[config.mk]
export PLATFORM = sky130hd
export DESIGN_NAME = mem_stage_lsu
export DESIGN_NICKNAME = d
export VERILOG_FILES = /design/src/rtl/mips_isa_pkg.sv /design/src/rtl/lsu_align.sv /design/src/rtl/mem_stage_lsu.sv
export SDC_FILE = /design/constraint.sdc
export NUM_CORES = 1
export LEC_CHECK = 0
export ABC_AREA = 1
export CORE_MARGIN = 3
export CORE_UTILIZATION = 49
export CTS_CLUSTER_DIAMETER = 50
export DETAILED_ROUTE_END_ITERATION = 10
export HOLD_SLACK_MARGIN = 0.1
export PLACE_DENSITY = 0.81
export SYNTH_ARGS = -nofsm -noshare
export SYNTH_HDL_FRONTEND = slang
export SYNTH_SLANG_ARGS = --single-unit
[constraint.sdc]
create_clock -name clk -period 2.8 [get_ports clk]
set_input_delay 0.56 -clock clk [delete_from_list [all_inputs] [get_ports clk]]
set_output_delay 0.56 -clock clk [all_outputs]
set_load 0.03 [all_outputs]
[src/rtl/mips_isa_pkg.sv]
// MIPS load/store opcode encodings and the MEM-stage FSM state type.
package mips_isa_pkg;

  localparam logic [5:0] OP_LW  = 6'd3;
  localparam logic [5:0] OP_SW  = 6'd4;
  localparam logic [5:0] OP_LH  = 6'd5;
  localparam logic [5:0] OP_LHU = 6'd6;
  localparam logic [5:0] OP_LB  = 6'd7;
  localparam logic [5:0] OP_LBU = 6'd8;
  localparam logic [5:0] OP_SH  = 6'd9;
  localparam logic [5:0] OP_SB  = 6'd10;

  typedef enum logic [1:0] {IDLE, REQ, WAIT, RESP} lsu_state_e;

endpackage

[src/rtl/lsu_align.sv]
// Combinational access decode: byte enables, replicated write data, alignment
// check and little-endian load extraction with sign/zero extension.
module lsu_align import mips_isa_pkg::*; #(
  parameter int unsigned DATA_W = 32,
  parameter int unsigned OP_W   = 6
) (
  input  logic [OP_W-1:0]             opcode,
  input  logic [$clog2(DATA_W/8)-1:0] lane,
  input  logic [DATA_W-1:0]           store_data,
  input  logic [DATA_W-1:0]           rdata,
  output logic [DATA_W/8-1:0]         be,
  output logic [DATA_W-1:0]           wdata,
  output logic [DATA_W-1:0]           load_data,
  output logic                        is_mem,
  output logic                        is_load,
  output logic                        misalign
);
  localparam int unsigned BE_W = DATA_W / 8;

  logic [DATA_W-1:0] shifted;

  always_comb begin
    shifted   = rdata >> {lane, 3'b000};
    be        = '0;
    wdata     = '0;
    load_data = '0;
    is_mem    = 1'b1;
    is_load   = 1'b0;
    misalign  = 1'b0;
    case (opcode)
      OP_W'(OP_LW): begin
        is_load   = 1'b1;
        misalign  = |lane[1:0];
        be        = BE_W'(4'hF) << lane;
        load_data = DATA_W'(shifted[31:0]);
      end
      OP_W'(OP_LH): begin
        is_load   = 1'b1;
        misalign  = lane[0];
        be        = BE_W'(2'b11) << lane;
        load_data = DATA_W'($signed(shifted[15:0]));
      end
      OP_W'(OP_LHU): begin
        is_load   = 1'b1;
        misalign  = lane[0];
        be        = BE_W'(2'b11) << lane;
        load_data = DATA_W'(shifted[15:0]);
      end
      OP_W'(OP_LB): begin
        is_load   = 1'b1;
        be        = BE_W'(1'b1) << lane;
        load_data = DATA_W'($signed(shifted[7:0]));
      end
      OP_W'(OP_LBU): begin
        is_load   = 1'b1;
        be        = BE_W'(1'b1) << lane;
        load_data = DATA_W'(shifted[7:0]);
      end
      OP_W'(OP_SW): begin
        misalign = |lane[1:0];
        be       = BE_W'(4'hF) << lane;
        wdata    = {(BE_W/4){store_data[31:0]}};
      end
      OP_W'(OP_SH): begin
        misalign = lane[0];
        be       = BE_W'(2'b11) << lane;
        wdata    = {(BE_W/2){store_data[15:0]}};
      end
      OP_W'(OP_SB): begin
        be    = BE_W'(1'b1) << lane;
        wdata = {BE_W{store_data[7:0]}};
      end
      default: is_mem = 1'b0;
    endcase
  end

endmodule

[src/rtl/mem_stage_lsu.sv]
// MIPS MEM stage: load/store unit on a req/gnt/rvalid port with bus timeout,
// producing a registered one-cycle MEM/WB result pulse.
module mem_stage_lsu import mips_isa_pkg::*; #(
  parameter int unsigned DATA_W  = 32,
  parameter int unsigned ADDR_W  = 32,
  parameter int unsigned REG_AW  = 5,
  parameter int unsigned OP_W    = 6,
  parameter int unsigned TMO_CYC = 15
) (
  input  logic                clk,
  input  logic                reset,
  input  logic                in_valid,
  output logic                in_ready,
  input  logic [OP_W-1:0]     opcode,
  input  logic [REG_AW-1:0]   src,
  input  logic [REG_AW-1:0]   dest,
  input  logic [REG_AW-1:0]   target,
  input  logic [DATA_W-1:0]   alu_out,
  input  logic [DATA_W-1:0]   alu_src,
  output logic                mem_req,
  output logic                mem_we,
  output logic [ADDR_W-1:0]   mem_addr,
  output logic [DATA_W/8-1:0] mem_be,
  output logic [DATA_W-1:0]   mem_wdata,
  input  logic                mem_gnt,
  input  logic                mem_rvalid,
  input  logic [DATA_W-1:0]   mem_rdata,
  output logic                out_valid,
  output logic [OP_W-1:0]     out_opcode,
  output logic [REG_AW-1:0]   out_src,
  output logic [REG_AW-1:0]   out_dest,
  output logic [REG_AW-1:0]   out_target,
  output logic [DATA_W-1:0]   out_data,
  output logic                out_misalign,
  output logic                out_buserr
);
  localparam int unsigned BE_W   = DATA_W / 8;
  localparam int unsigned LANE_W = $clog2(BE_W);
  localparam int unsigned TMO_W  = $clog2(TMO_CYC + 1);
  localparam logic [ADDR_W-1:0] LANE_MASK = ADDR_W'(BE_W - 1);

  lsu_state_e        state_q, state_d;
  logic [TMO_W-1:0]  tmo_q, tmo_d;
  logic              abort;
  logic [OP_W-1:0]   op_q;
  logic [REG_AW-1:0] src_q, dest_q, target_q;
  logic [DATA_W-1:0] alu_q, st_q, ld_q;
  logic              mis_q, err_q;

  logic [OP_W-1:0]   a_op;
  logic [LANE_W-1:0] a_lane;
  logic [BE_W-1:0]   a_be;
  logic [DATA_W-1:0] a_wdata, a_ldata;
  logic              a_mem, a_load, a_mis;

  // While idle the decoder looks at the incoming op so the accept edge can
  // choose REQ vs RESP; afterwards it decodes the captured op.
  assign a_op   = (state_q == IDLE) ? opcode : op_q;
  assign a_lane = (state_q == IDLE) ? alu_out[LANE_W-1:0] : alu_q[LANE_W-1:0];

  lsu_align #(.DATA_W(DATA_W), .OP_W(OP_W)) u_align (
    .opcode    (a_op),
    .lane      (a_lane),
    .store_data(st_q),
    .rdata     (mem_rdata),
    .be        (a_be),
    .wdata     (a_wdata),
    .load_data (a_ldata),
    .is_mem    (a_mem),
    .is_load   (a_load),
    .misalign  (a_mis)
  );

  assign in_ready  = (state_q == IDLE);
  assign mem_req   = (state_q == REQ);
  assign mem_we    = mem_req & ~a_load;
  assign mem_be    = mem_req ? a_be : '0;
  assign mem_wdata = mem_we ? a_wdata : '0;
  assign mem_addr  = mem_req ? (ADDR_W'(alu_q) & ~LANE_MASK) : '0;

  always_comb begin
    state_d = state_q;
    tmo_d   = tmo_q;
    abort   = 1'b0;
    case (state_q)
      IDLE: if (in_valid) begin
        state_d = (a_mem && !a_mis) ? REQ : RESP;
        tmo_d   = '0;
      end
      REQ: if (mem_gnt) begin
        state_d = a_load ? WAIT : RESP;
        tmo_d   = '0;
      end else begin
        tmo_d = tmo_q + 1'b1;
        if (tmo_d == TMO_W'(TMO_CYC)) begin
          abort   = 1'b1;
          state_d = RESP;
        end
      end
      WAIT: if (mem_rvalid) begin
        state_d = RESP;
      end else begin
        tmo_d = tmo_q + 1'b1;
        if (tmo_d == TMO_W'(TMO_CYC)) begin
          abort   = 1'b1;
          state_d = RESP;
        end
      end
      RESP:    state_d = IDLE;
      default: state_d = IDLE;
    endcase
  end

  always_ff @(posedge clk or negedge reset) begin
    if (!reset) begin
      state_q      <= IDLE;
      tmo_q        <= '0;
      op_q         <= '0;
      src_q        <= '0;
      dest_q       <= '0;
      target_q     <= '0;
      alu_q        <= '0;
      st_q         <= '0;
      ld_q         <= '0;
      mis_q        <= 1'b0;
      err_q        <= 1'b0;
      out_valid    <= 1'b0;
      out_opcode   <= '0;
      out_src      <= '0;
      out_dest     <= '0;
      out_target   <= '0;
      out_data     <= '0;
      out_misalign <= 1'b0;
      out_buserr   <= 1'b0;
    end else begin
      state_q   <= state_d;
      tmo_q     <= tmo_d;
      out_valid <= 1'b0;
      if (state_q == IDLE && in_valid) begin
        op_q     <= opcode;
        src_q    <= src;
        dest_q   <= dest;
        target_q <= target;
        alu_q    <= alu_out;
        st_q     <= alu_src;
        mis_q    <= a_mem & a_mis;
        err_q    <= 1'b0;
      end
      if (state_q == WAIT && mem_rvalid) ld_q <= a_ldata;
      if (abort) err_q <= 1'b1;
      if (state_q == RESP) begin
        out_valid    <= 1'b1;
        out_opcode   <= op_q;
        out_src      <= src_q;
        out_dest     <= dest_q;
        out_target   <= target_q;
        out_data     <= err_q ? '0 : ((a_load && !mis_q) ? ld_q : alu_q);
        out_misalign <= mis_q;
        out_buserr   <= err_q;
      end
    end
  end

endmodule

==> results.md, run 1 <==
Critical path:
- The end of the worst register-to-register path is ld_q[29]$_DFFE_PN0P_.
- The worst register-to-register path has a setup slack of 170 ps.
- The maximum fanout count along the critical path is 12.
- The arrival time of the worst setup path is ~2600 ps.
- The startpoint identified for the worst register-to-register timing path is state_q[1]$_DFFE_PN0P_.
- The logic depth of the worst register-to-register path is 13.
- The worst setup path is launched from a flip-flop.
- The required time of the critical path is 2240 ps.
- The kind of critical path is flip-flop to primary output.
- The endpoint type of the worst setup path is a primary output.

Timing:
- The number of hold-slack violations in the final timing report is 0.
- The setup clock skew after layout is 8.64 ps.
- Derived from the worst setup path, the maximum achievable clock frequency is approximately 0.31 GHz.
- In the post-route analysis, the smallest setup slack over all paths is -382 ps.
- The number of max-slew violations in the final report came to 0.
- At the pin with the least slew margin, the transition time is 637 ps.
- The clock period minus final worst setup slack is 3180 ps.
- The share of the clock period used by the worst path after layout is 114%.
- Setup repair after global routing could not meet its margin everywhere.
- The hold slack is 97.9 ps.
- The worst slew margin relative to its limit is 57.5%.
- Setup violations remaining at the end of the flow were counted as 37.

Routing:
- The average routed wire per standard cell is 16.5 um.
- The via count of the routed design is 9229.
- The remaining number of nets flagged by the antenna check after routing is 0.
- In the routed design, unresolved DRC markers number 0.
- After the first detailed-routing iteration, the DRC count stood at 768.
- The post-detailed-routing wire length is 28.9 mm.
- The average via count per standard cell is 5.26.
- The number of iterations in the first detailed-routing pass is 5.

Floorplanning:
- The floorplan step defined a die boundary enclosing between 0.02 and 0.025 mm2.
- For this configuration, the core starts out at a cell density of roughly half.
- The total core area is 0.0183 mm2.
- 249 I/O pins were placed.
- In this run the core area contains 49 standard-cell rows.
- From left edge to right edge, the die measures 144 um.
- The overall die height is approximately 140 um.

Final layout:
- Relative to the synthesized area, the layout overhead comes to 43.7%.
- After filler insertion, the fill cell instance count of the layout stands at 1324.
- The final core area utilization is 72.9%.
- The combined area of the multi-input logic cells is roughly 0.0044 mm2.
- The ratio of cells with drive above 1 in the final layout is 16.9%.
- Summing all flip-flop and latch instances after layout gives ~0.0045 mm2.
- The number of nets in the layout is 1640.
- The antenna diode count is 0.

Synth:
- The cell count after synthesis came out at 1256.
- The sequential cell area fraction in the yosys report is 48.7%.
- The post-synthesis mux area share is 0%.
- The flip-flop and latch count after synthesis is 181.
- The most common cell in the netlist is sky130_fd_sc_hd__nand2_1.
- By area the synthesized netlist is led by sky130_fd_sc_hd__dfrtp_1 49%, sky130_fd_sc_hd__nand2_1 22%, sky130_fd_sc_hd__o21ai_0 5.4%.
- The number of library cell types mapped by synthesis is 40.
- The dominant combinational cell family by area after synthesis is simple AND/OR/NAND/NOR gates.
- Summed over all instances, the cell type with the most area after synthesis is sky130_fd_sc_hd__dfrtp_1.
- The share of synthesized flip-flops with an asynchronous set or reset is 100%.
- After synthesis, the mean cell area works out to 7.40 um2.
- After Yosys synthesis, full adders, half adders and majority gates account for 0.807% of the synthesized area.
- The area share of the largest cell type after synthesis is around half.
- Sorting the synthesized cells by how often they occur yields 541 x sky130_fd_sc_hd__nand2_1, 181 x sky130_fd_sc_hd__dfrtp_1, 132 x sky130_fd_sc_hd__inv_1.
- Summing the areas of all xor and xnor instances in the mapped netlist gives 0.188% of the synthesized area.
- The top flip-flop cell by instance count after synthesis is sky130_fd_sc_hd__dfrtp_1.
- The synthesized cell area is 0.00930 mm2.
- The number of flops mapped to enable cells by yosys is 0.
- The post-synthesis compound-gate area fraction is 10.1%.
- After Yosys synthesis, and, or, nand and nor cells account for between 30% and 40% of the synthesized area.
- For this run, the number of Yosys warnings is 0.

Global route:
- The total global routing track utilization is 27.3%.
- The first-pass GRT wire length is 44.8 mm.
- The pin count of the biggest net entering global routing is 66.
- The via count of the first global-routing pass came to 8993.
- The initial antenna violation count is 0.
- The global-route congestion overflow total is 0.

Clocking:
- TritonCTS built the clock tree.
- At the later pin of the worst-skew pair, clock insertion delay measures 440 ps.
- The number of buffers on the longest clock path is 2.
- The count of H-tree levels built during CTS is 4.
- The TritonCTS buffer count is 17.
- The cell sitting at the root of the clock tree is a sky130_fd_sc_hd__clkbuf_16.
- The number of buffers inserted by hold repair at cts is 0.
- The tree built by TritonCTS fans out to 181 sinks.
- The clock edge transition at the registers on the reported setup and hold paths is ~70 ps.

Power:
- In this run the static leakage power is 6.63 nW.
- The worst supply voltage drop on vdd is roughly 0.8 mV.
- The cell area power density is 1240 mW/mm2.

Placed design:
- The routability congestion estimate is roughly 0.9.
- In this run the tool buffered the top-level ports with 246 buffer cells.
- The sum of net half-perimeters after detailed placement is 19.8 mm.

Hold path:
- The type of the worst min-delay path is input pin to async pin.

Outcome:
- The run finished, with violations left.
- The checks that failed: setup timing.

Job:
- Max-cap violations in this run came to 0.
## power by group
group          switching [mW]  internal, mW  total [mW]
Clock                    1.03          1.32        2.36
Sequential              0.682          3.81        4.49
Combinational            6.14          3.56        9.70
## how the worst max path moves through the flow
stage | end | cells past startpoint | slack (ps) | startpoint
floorplan | mem_wdata[0] | 14 | -60 | state_q[0]$_DFFE_PN0P_
global placement | mem_wdata[29] | 13 | -140 | opcode[5]
detailed placement | mem_wdata[13] | 8 | -200 | opcode[0]
CTS | mem_be[2] | 13 | -210 | state_q[0]$_DFFE_PN0P_
global route | mem_be[0] | 13 | -460 | state_q[1]$_DFFE_PN0P_
finish | mem_be[3] | 13 | -380 | state_q[1]$_DFFE_PN0P_
## critical path: stages, from the launching register on
cell and delay (ps):
sky130_fd_sc_hd__dfrtp_1 400, sky130_fd_sc_hd__inv_2 90, sky130_fd_sc_hd__ha_4 230, sky130_fd_sc_hd__inv_8 80, sky130_fd_sc_hd__nand2_1 140, sky130_fd_sc_hd__nand2_4 90
sky130_fd_sc_hd__nor2_2 180, sky130_fd_sc_hd__nand3_2 110, sky130_fd_sc_hd__nand2_2 130, sky130_fd_sc_hd__inv_4 70, sky130_fd_sc_hd__buf_4 130, sky130_fd_sc_hd__a31oi_2 310
sky130_fd_sc_hd__nor2_4 80, sky130_fd_sc_hd__buf_12 140
## layout by cell type (no fill, tap or decap), types with 18 or more instances in the layout
cell	Yosys	layout
sky130_fd_sc_hd__clkbuf_16	0	18
sky130_fd_sc_hd__nand3_1	83	78
sky130_fd_sc_hd__nand2_1	541	520
sky130_fd_sc_hd__clkdlybuf4s50_1	0	177
sky130_fd_sc_hd__dfrtp_1	181	181
sky130_fd_sc_hd__nor2_1	41	29
sky130_fd_sc_hd__buf_6	7	26
sky130_fd_sc_hd__buf_4	6	82
sky130_fd_sc_hd__nand2_2	9	23
sky130_fd_sc_hd__inv_1	132	127
sky130_fd_sc_hd__o21ai_0	100	99
## layout make-up
type	count	area share, %
clock buffer	22	3.62
sequential	181	33.9
timing repair buffer	303	22.7
inverter	140	4.11
multi-input combinational	869	32.8
clock inverter	10	0.712
tap	229	2.14
## timing repair
action / 4_1_cts / 5_1_grt
gates resized for setup: 49 / 45
cloned: 0 / 1
setup endpoints to repair: 37 / 48
buffers inserted: 10 / 5
pin swaps: 8 / 19
## sequential cells by signal, indices dropped and copies added (netlist names)
| register | count |
|---|---|
| alu_q | 32 |
| dest_q | 5 |
| err_q | 1 |
| ld_q | 32 |
| mis_q | 1 |
| op_q | 6 |
| out_buserr | 1 |
| out_data | 32 |
| out_dest | 5 |
| out_misalign | 1 |
| out_opcode | 6 |
| out_src | 5 |
| out_target | 5 |
| out_valid | 1 |
| src_q | 5 |
| st_q | 32 |
| state_q | 2 |
| target_q | 5 |
| tmo_q | 4 |
## per-stage QoR
step                      total power, mW  instances  setup TNS [ps]  worst slack (ps)  cell area [um2]
after global routing                 17.7       1754          -14060              -458            13400
after CTS                            16.1       1748           -6780              -211            13100
after global placement               13.1       1706           -3540              -138            12300
after detailed placement             13.3       1706           -4720              -201            12300
final                                16.5       1754          -11400              -382            13400
after floorplan                      10.2       1257            -488             -58.9             9560
## cells by family (layout without fill, tap and decap cells)
logic type,Yosys count,in the layout
xor+xnor,2,2
simple gates,696,696
other cells,1,2
fa+ha+maj,6,6
compound gates,163,163
flops,181,181
buf+inv,207,475
## metal layers
layer  track usage, %  wire length, um  up-vias
li1                 -                -     4401
met1             34.9            11600     4341
met2             44.8            14100      411
met3             7.65             2360       76
met4             9.81              824        0
met5                0                0        -
No activity file was read; power rests on OpenSTA's default activity.
==> run 2: changes to the inputs <==
--- a/config.mk
+++ b/config.mk
@@ -5,7 +5,6 @@
 export SDC_FILE = /design/constraint.sdc
 export NUM_CORES = 1
 export LEC_CHECK = 0
-export ABC_AREA = 1
 export CORE_MARGIN = 3
 export CORE_UTILIZATION = 49
 export CTS_CLUSTER_DIAMETER = 50
==> results.md, run 2 <==
Critical path:
- In this run the worst path has a maximum fanout of 8.
- The launching element type of the critical path is a flip-flop.
- For the worst setup path, the data required time is 2240 ps.
- The endpoint type of the worst setup path is a primary output.
- The kind of critical path is flip-flop to primary output.
- The arrival time of the worst setup path is between 2000 and 3000 ps.

Clocking:
- CTS built an H-tree with a depth of 4.
- Counting the buffers created by CTS gives 17.
- The number of buffers on the longest clock path is 2.
- Clock-pin slew was measured on the worst setup and hold paths at 80 ps.
- The clock insertion delay at the later pin of the skew report is ~440 ps.
- The number of buffers inserted by hold repair at cts is 0.
- Counting every sink on the clock net gives 181.
- The clock root buffer is sky130_fd_sc_hd__clkbuf_16.
- TritonCTS built the clock tree.

Power:
- The leakage dissipation is between 5 and 6 nW.
- IR analysis of the VDD net gives a maximum drop of approximately 0.79 mV.
- Power spread over the standard cell area amounts to 1160 mW/mm2.
- The completed layout was analyzed and its total power is between 15 and 20 mW.

Synth:
- The flip-flop and latch count after synthesis is 181.
- For this run, asynchronously set or reset flops after synthesis account for 100%.
- The share of the Yosys chip area taken by registers is 50.7%.
- Summing every instance area after synthesis gives 0.00893 mm2.
- In the synthesized netlist, the cells that appear most often are 181 x sky130_fd_sc_hd__dfrtp_1, 111 x sky130_fd_sc_hd__mux2_2, 62 x sky130_fd_sc_hd__nand2_1.
- The synthesized design contains 0 enable-type register cells.
- The library cell with the largest summed area after synthesis is sky130_fd_sc_hd__dfrtp_1.
- The synthesized instance count is between 800 and 900.
- The average cell area after synthesis is 11.1 um2.
- After synthesis, the netlist uses 56 different library cells.
- The top flip-flop cell by instance count after synthesis is sky130_fd_sc_hd__dfrtp_1.
- By area the synthesized netlist is led by sky130_fd_sc_hd__dfrtp_1 51%, sky130_fd_sc_hd__mux2_2 14%, sky130_fd_sc_hd__mux2i_1 6.1%.
- The Yosys step of the flow raised 0 warnings.
- The area share of the largest cell type after synthesis is 50.7%.
- The most common cell in the synthesized netlist is sky130_fd_sc_hd__dfrtp_1.

Floorplanning:
- In this run the count of I/O pins placed on the die edge is around 250.
- The die is 141 um tall.
- The number of rows created at floorplan is 48.
- The total core area is 0.0175 mm2.
- The initial core utilization is 50.9%.
- The floorplan step defined a die boundary enclosing between 0.015 and 0.02 mm2.
- The die width is approximately 140 um.

Final layout:
- Relative to the synthesized area, the layout overhead comes to 49.6%.
- Leaving out fill and tap cells, the most frequent cells in the layout are 181 x sky130_fd_sc_hd__dfrtp_1, 176 x sky130_fd_sc_hd__clkdlybuf4s50_1, 114 x sky130_fd_sc_hd__buf_4, 108 x sky130_fd_sc_hd__mux2_2, 57 x sky130_fd_sc_hd__nand2_1.
- Fill cells in the final layout number 1163.
- The final core area utilization is 76.2%.
- The number of nets in the layout is between 1000 and 1500.
- The ratio of cells with drive above 1 in the final layout is 35.8%.
- The antenna diode count is 0.
- The finished cells cover 0.0134 mm2.
- Leaving out fill and tap cells, the most frequent cell in the layout is sky130_fd_sc_hd__dfrtp_1.
- The number of standard cells in the layout, taps in and fillers out is approximately 1400.

Timing:
- The routed design could run at a clock period as short as 3390 ps.
- For the final database, setup skew stands at 12.1 ps.
- The slew at the pin closest to its max-slew limit is approximately 590 ps.
- After layout, the worst path uses 121% of the clock period.
- Setup repair after global routing could not meet its margin everywhere.
- The number of max-slew violations in the final report is 0.
- The setup slack of the critical path after layout is -590 ps.
- The total of endpoints with negative setup slack in the final report is 37.
- The timing-limited maximum frequency is 0.295 GHz.
- The worst slew margin relative to its limit is 60.6%.
- The number of hold-slack violations in the final timing report is 0.

Placed design:
- After detailed placement, the design holds a cell count of 1300.
- Timing analysis after detailed placement gives a worst setup slack of -593 ps.
- Routability-driven placement finished with a final weighted congestion of 0.912.
- During placement, the flow inserted port buffers numbering 246.
- Summed over all nets, the half-perimeter wirelength after detailed placement is roughly 19 mm.
- After detailed placement, the total cell area comes to 0.0122 mm2.

Global route:
- The via count of the first global-routing pass is 7866.
- The global-route congestion overflow total is 0.
- The first-pass GRT wire length is 41.8 mm.
- The initial antenna violation count came to 0.
- The total global routing track utilization is between 20% and 30%.
- The pin count of the biggest net entering global routing is 65.

Routing:
- The average routed wire per standard cell is 20.1 um.
- The first routing iteration left 581 violations.
- The average via count per standard cell is 5.57.
- For this block, the via count after detailed routing is between 7000 and 8000.
- The first detailed-routing pass ran for 8 iterations.
- Summed over all layers, the routed wires come to 27.2 mm.
- The residual DRC count is 0.
- The count of nets left with antenna violations once routing finished came out at 0.

Job:
- The max-capacitance violation count is 0.

Outcome:
- The final reports fail on setup timing.
- The flow ran to the end, but the final reports show violations.

Hold path:
- The path class of the tightest hold or removal check is input pin to async pin.
## run 2: worst max-delay path, cell delays in order (launching register included)
cell and delay (ps):
sky130_fd_sc_hd__dfrtp_1 400, sky130_fd_sc_hd__inv_2 90, sky130_fd_sc_hd__ha_4 270, sky130_fd_sc_hd__buf_6 150, sky130_fd_sc_hd__mux2i_4 230, sky130_fd_sc_hd__buf_4 130, sky130_fd_sc_hd__nor3_1 40, sky130_fd_sc_hd__o21ai_1 230
sky130_fd_sc_hd__nor2_1 80, sky130_fd_sc_hd__buf_4 160, sky130_fd_sc_hd__buf_4 150, sky130_fd_sc_hd__a22oi_1 220, sky130_fd_sc_hd__nor2_2 60, sky130_fd_sc_hd__buf_4 170
## run 2: power by group
part / switching, mW / total (mW) / internal [mW]
registers: 0.913 / 4.73 / 3.82
clock network: 1.15 / 2.45 / 1.30
logic: 4.30 / 8.35 / 4.05
## run 2: repair_timing
action	in CTS	in global routing
cloned	0	3
buffers inserted	13	9
pin swaps	11	19
hold endpoints to repair	0	0
endpoints found under the setup margin	38	52
resized for setup	69	47
## run 2: final timing paths
| path | from | end | slack, ps | depth (start not counted) |
|---|---|---|---|---|
| max in group asynchronous | reset | st_q[12]$_DFFE_PN0P_ | 1960 | 2 |
| setup reg to reg | state_q[1]$_DFFE_PN0P_ | ld_q[28]$_DFFE_PN0P_ | 140 | 14 |
| setup / recovery | state_q[1]$_DFFE_PN0P_ | mem_wdata[11] | -590 | 13 |
| hold reg to reg | ld_q[8]$_DFFE_PN0P_ | ld_q[8]$_DFFE_PN0P_ | 480 | 2 |
| hold / removal | reset | alu_q[31]$_DFFE_PN0P_ | 90 | 1 |
| min in group clk | ld_q[8]$_DFFE_PN0P_ | ld_q[8]$_DFFE_PN0P_ | 480 | 2 |
## run 2: per-stage QoR
| stage | TNS (ps) | hold WS (ps) |
|---|---|---|
| 2_1_floorplan | -1310 | 264 |
| 3_3_place_gp | -13660 | 463 |
| 3_5_place_dp | -14870 | 474 |
| 4_1_cts | -15730 | 115 |
| 5_1_grt | -21010 | 121 |
| 6_report | -16860 | 90.5 |
## run 2: kinds of logic after synthesis
group,share of synthesized area [%]
other cells,0.0420
flops,50.7
simple gates,10.5
buf+inv,4.63
compound gates,11.9
fa+ha+maj,0.953
xor+xnor,0.393
mux,20.8
## run 2: cell type report
class / instances / area, um2 / share of cell area [%]
clock buffer: 18 / 439 / 3.29
clock inverter: 14 / 156 / 1.17
inverter: 39 / 150 / 1.12
multi-input combinational: 533 / 4410 / 33.0
sequential: 181 / 4530 / 33.9
tap: 225 / 282 / 2.11
timing repair buffer: 345 / 3390 / 25.4
## run 2: per-layer routing
metal	vias to the layer above	GRT usage, %	part of all wire, %
li1	3482	-	-
met1	3705	34.6	41
met2	320	44.3	49
met3	43	6.89	7.9
met4	0	7.14	2.0
met5	-	0	0
